<file path="config.mk">
export PLATFORM = sky130hd
export DESIGN_NAME = acc_fifo
export DESIGN_NICKNAME = d
export VERILOG_FILES = /design/src/rtl/acc_fifo.sv
export SDC_FILE = /design/constraint.sdc
export NUM_CORES = 2
export LEC_CHECK = 0
export CAP_MARGIN = 40
export CORE_MARGIN = 10
export CORE_UTILIZATION = 57
export DETAILED_ROUTE_END_ITERATION = 16
export PLACE_DENSITY = 0.84
export SETUP_SLACK_MARGIN = 0.2
export SYNTH_ARGS = -nofsm -noshare
export SYNTH_HDL_FRONTEND = slang
export SYNTH_SLANG_ARGS = --single-unit
</file>
<file path="constraint.sdc">
create_clock -name clk_i -period 15.1 [get_ports clk_i]
set_clock_uncertainty 0.15 [all_clocks]
set_input_delay 3.775 -clock clk_i [delete_from_list [all_inputs] [get_ports clk_i]]
set_output_delay 3.775 -clock clk_i [all_outputs]
set_load 0.05 [all_outputs]
</file>
<file path="src/rtl/acc_fifo.sv">
// acc_fifo: DEPTH x WIDTH synchronous FIFO between the router put/get port and an accelerator.
// Define ACC_FIFO_ERR_EN to build the sticky overflow/underflow flags; otherwise they are tied low.
module acc_fifo #(
  parameter int WIDTH = 128,
  parameter int DEPTH = 16,
  parameter int AW    = 4
) (
  input  logic             clk_i,
  input  logic             reset_i,
  input  logic             put_req_i,
  input  logic [WIDTH-1:0] put_data_i,
  input  logic             get_req_i,
  output logic [WIDTH-1:0] get_data_o,
  output logic             get_valid_o,
  output logic             full_o,
  output logic             empty_o,
  output logic             ovf_err_o,
  output logic             udf_err_o
);

  localparam logic [AW:0] FULL_CNT = (AW+1)'(DEPTH);

  logic [WIDTH-1:0] mem_q [DEPTH];
  logic [AW-1:0]    wp_q, wp_d, rp_q, rp_d;
  logic [AW:0]      cnt_q, cnt_d;
  logic             full_q, full_d, empty_q, empty_d;
  logic [WIDTH-1:0] get_data_q, get_data_d;
  logic             get_valid_q, get_valid_d;
  logic             put_ok, get_ok;

  // Acceptance uses the registered flags, so a full FIFO drops a put even
  // when a get drains it in the same cycle, and there is no write-through.
  always_comb begin
    put_ok      = put_req_i && !full_q;
    get_ok      = get_req_i && !empty_q;
    wp_d        = wp_q;
    rp_d        = rp_q;
    cnt_d       = cnt_q;
    get_data_d  = get_data_q;
    get_valid_d = get_ok;
    if (put_ok) wp_d = wp_q + AW'(1);
    if (get_ok) begin
      rp_d       = rp_q + AW'(1);
      get_data_d = mem_q[rp_q];
    end
    case ({put_ok, get_ok})
      2'b10:   cnt_d = cnt_q + 1'b1;
      2'b01:   cnt_d = cnt_q - 1'b1;
      default: cnt_d = cnt_q;
    endcase
    full_d  = (cnt_d == FULL_CNT);
    empty_d = (cnt_d == '0);
  end

  // NOTE: the storage array has no reset; only pointers and flags define its contents.
  always_ff @(posedge clk_i) begin
    if (put_ok) mem_q[wp_q] <= put_data_i;
  end

  always_ff @(posedge clk_i or posedge reset_i) begin
    if (reset_i) begin
      wp_q        <= '0;
      rp_q        <= '0;
      cnt_q       <= '0;
      full_q      <= 1'b0;
      empty_q     <= 1'b1;
      get_data_q  <= '0;
      get_valid_q <= 1'b0;
    end else begin
      wp_q        <= wp_d;
      rp_q        <= rp_d;
      cnt_q       <= cnt_d;
      full_q      <= full_d;
      empty_q     <= empty_d;
      get_data_q  <= get_data_d;
      get_valid_q <= get_valid_d;
    end
  end

  assign get_data_o  = get_data_q;
  assign get_valid_o = get_valid_q;
  assign full_o      = full_q;
  assign empty_o     = empty_q;

`ifdef ACC_FIFO_ERR_EN
  logic ovf_q, ovf_d, udf_q, udf_d;

  always_comb begin
    ovf_d = ovf_q | (put_req_i & full_q);
    udf_d = udf_q | (get_req_i & empty_q);
  end

  always_ff @(posedge clk_i or posedge reset_i) begin
    if (reset_i) begin
      ovf_q <= 1'b0;
      udf_q <= 1'b0;
    end else begin
      ovf_q <= ovf_d;
      udf_q <= udf_d;
    end
  end

  assign ovf_err_o = ovf_q;
  assign udf_err_o = udf_q;
`else
  assign ovf_err_o = 1'b0;
  assign udf_err_o = 1'b0;
`endif

endmodule

</file>
==> flow_summary_export.csv <==
group,metric,value,unit
status,outcome,"finished clean",
finish,drive_gt1_frac,0.235,
worst_setup_path,crit_start,"put_req_i",
cts,cts_buffers,200,
worst_setup_path,cp_cell_sequence,"clkdlybuf4s50_1 > nor2b_1 > buf_4 > inv_2 > nor3b_1 > and2_4 > buf_4 > buf_4 > buf_16",
die,io_pins,265,
routing,vias,40800,
routing,vias_per_cell,6.66,
die,initial_utilization,0.575,
cts,cts_repair_resize_count,0,
power_and_ir_drop,p_per_area,197,mW/mm^2
worst_setup_path,required,15420,ps
grt,grt_max_degree,174,
finish,fin_nets,4175,
hold_path,min_path_type,"reg -> reg",
finish,mostFrequentLayoutCells,"2048 x edfxtp_1, 512 x mux4_2, 262 x clkdlybuf4s50_1",
worst_setup_path,arrival,7740,ps
routing,wl,207000,microns
sta,max_freq,0.135,GHz
cts,clock_latency,850,ps
placement,gp_congestion,0.743,
cts,cts_hold_buf,0,
finish,area_delta_synth_final,15.0,%
placement,dpl.cell_count,5735,
sta,post-route-min-period,7420,ps
sta,setup_violations,0,
logic_synthesis,synth_area,0.0828,sq mm
logic_synthesis,synthFlopType,"edfxtp_1",
routing,drc,0,
sta,slew_headroom,0.257,
die,coreArea,0.144,sq mm
worst_setup_path,worstSetupStartpointType,"input port",
worst_setup_path,rr_endpoint,"get_data_o[76]",
grt,grt_use_total,0.256,
grt,grt_remaining_overflow,0,
logic_synthesis,syn_area_per_cell,22.6,sq um
worst_setup_path,critPathTopFamily,"buffers and inverters",
logic_synthesis,synthMuxAreaShare,0.171,
power_and_ir_drop,p_leak,30.9,nW
logic_synthesis,synth_xor_xnor_area_share,0.00116,
finish,final_common_cell,"edfxtp_1",
sta,hold_violations,0,
worst_setup_path,r2r_slack,10240,ps
worst_setup_path,worst-path-stages,9,
worst_setup_path,path_class,"in -> reg",
cts,clock_path_buffers,3,
sta,final_max_slew_viol_count,0,
logic_synthesis,postSynthCellCount,3670,
logic_synthesis,synth-async-reset-ratio,0.0657,
die,dieHeight,401,microns
sta,finalCritPeriodShare,0.492,
cts,clkSinkCount,2192,
power_and_ir_drop,ir_drop,0.175,mV
hold_path,whs_path_depth,1,
cts,path_clk_slew,60,ps
sta,rsz0062_at_grt,"false",
grt,antenna_found_initial,15,
cts,cts_root_buf,"clkbuf_16",
placement,io_buffer_count,262,
logic_synthesis,yosys_warnings,0,
worst_setup_path,path_buf_inv,6,
logic_synthesis,synth_edf_count,2048,
logic_synthesis,ys_seq_area_frac,0.786,
worst_setup_path,cpMostUsedCell,"buf_4",
finish,layout.cells.non_filler,6124,
worst_setup_path,cp_slowest_cell,"buf_4",
die,rows,139,
cts,h-tree-depth,4,
routing,drtPass1Iterations,5,
worst_setup_path,crit_fanout,50,
logic_synthesis,yosysUniqueCellTypes,46,
grt,first_global_vias,42800,
sta,tns,0,ps
placement,dp_hpwl,107000,microns
die,die_x,401,microns
logic_synthesis,synth_top_family_by_area,"multiplexers",
worst_setup_path,reg2reg_depth,10,
routing,ant_nets,0,
grt,grt_pass1_wl,305000,microns
cts,cts_tree,"built",
sta,worst_pin_slew,1110,ps
die,dieArea,0.161,sq mm
logic_synthesis,synth_compound_area_frac,0.0166,
hold_path,hold_path.startpoint,"cnt_q[4]",
logic_synthesis,synth_fa_ha_area_frac,0.00106,
routing,drtIter0Drc,5435,
worst_setup_path,end_kind,"register",
cts,post-cts-setup-buffers,0,
job,max_cap_viol_count,0,
routing,wl_per_cell,33.8,microns
worst_setup_path,reg2reg_from,"rp_q[0]",
logic_synthesis,synth-simple-area-share,0.0113,
logic_synthesis,ys_ff_latch,2192,
worst_setup_path,cp_slowest_stage_delay,780,ps
hold_path,holdPathEnd,"cnt_q[4]",
state kept, by name (all words and copies together) (netlist names):
register     count
rp_q             4
get_data_o     128
wp_q             4
get_valid_o      1
mem_q         2048
empty_o          1
cnt_q            5
full_o           1
power breakdown:
part	internal (mW)	switching, mW
Clock	2.94	2.28
Sequential	7.42	0.464
Combinational	2.36	3.26
Total	12.7	6.01
metal layers:
layer,part of all wire,vias to the layer above,track usage
li1,-,16000,-
met1,0.36,21400,0.346
met2,0.51,2949,0.423
met3,0.098,459,0.0482
met4,0.035,12,0.0878
met5,0.00037,-,0
worst max-delay path by stage:
stage                     slack (ps)       endpoint
after floorplan                 7100    mem_q[4][0]
final                           7680   mem_q[9][49]
after global placement          6780  mem_q[10][26]
after CTS                       7910   mem_q[9][49]
after global routing            7660   mem_q[9][49]
after detailed placement        7090   mem_q[9][62]
stage by stage:
step / instance area, sq um / hold slack (ps) / setup slack, ps / power, mW / utilization
final: 95300 / 330 / 7680 / 18.7 / 0.662
after global routing: 95300 / 359 / 7660 / 19.3 / 0.662
after CTS: 95200 / 333 / 7910 / 18.8 / 0.661
after detailed placement: 88400 / 324 / 7090 / 13.4 / 0.614
after global placement: 87400 / 323 / 6780 / 13.1 / 0.607
after floorplan: 82800 / 295 / 7100 / 11.7 / -
cell type report:
cell class / count / area, sq um
multi-input combinational: 1275 / 16700
inverter: 6 / 30.0
sequential: 2192 / 65100
tap: 1903 / 2380
antenna: 7 / 17.5
fill: 8399 / 48700
clock buffer: 266 / 5480
clock inverter: 114 / 1340
timing repair buffer: 361 / 4180
synthesized netlist by cell type, types with 3 or more instances:
master | instances | area share
inv_1 | 4 | 0.00018
buf_1 | 19 | 0.00086
o21ai_1 | 123 | 0.0074
nand2_1 | 51 | 0.0023
xnor2_1 | 9 | 0.00095
mux4_2 | 512 | 0.14
a21oi_1 | 131 | 0.0079
edfxtp_1 | 2048 | 0.74
buf_6 | 8 | 0.0011
clkbuf_1 | 56 | 0.0025
nand4_1 | 3 | 0.00023
nor2_1 | 129 | 0.0058
ha_1 | 7 | 0.0011
dfrtp_1 | 143 | 0.043
o21ai_0 | 3 | 0.00018
buf_4 | 42 | 0.0038
and2_1 | 16 | 0.0012
buf_2 | 73 | 0.0044
mux2i_1 | 216 | 0.026
o31ai_1 | 5 | 0.00045
mux2_2 | 41 | 0.0056
kinds of logic after synthesis:
family          Yosys count
flops                  2192
mux                     769
compound gates          268
simple gates            218
buf+inv                 204
xor+xnor                 11
fa+ha+maj                 7
other cells               1
worst reg2reg max path, stage by stage, from the launching register on:
cell and delay (ps):
dfrtp_4 960, buf_12 680, buf_4 610, buf_16 320
buf_4 530, buf_12 320, mux4_2 550, mux2i_1 240
nor2_1 90, a21oi_1 170, o21ai_1 100
(Power assumes the default switching activity.)
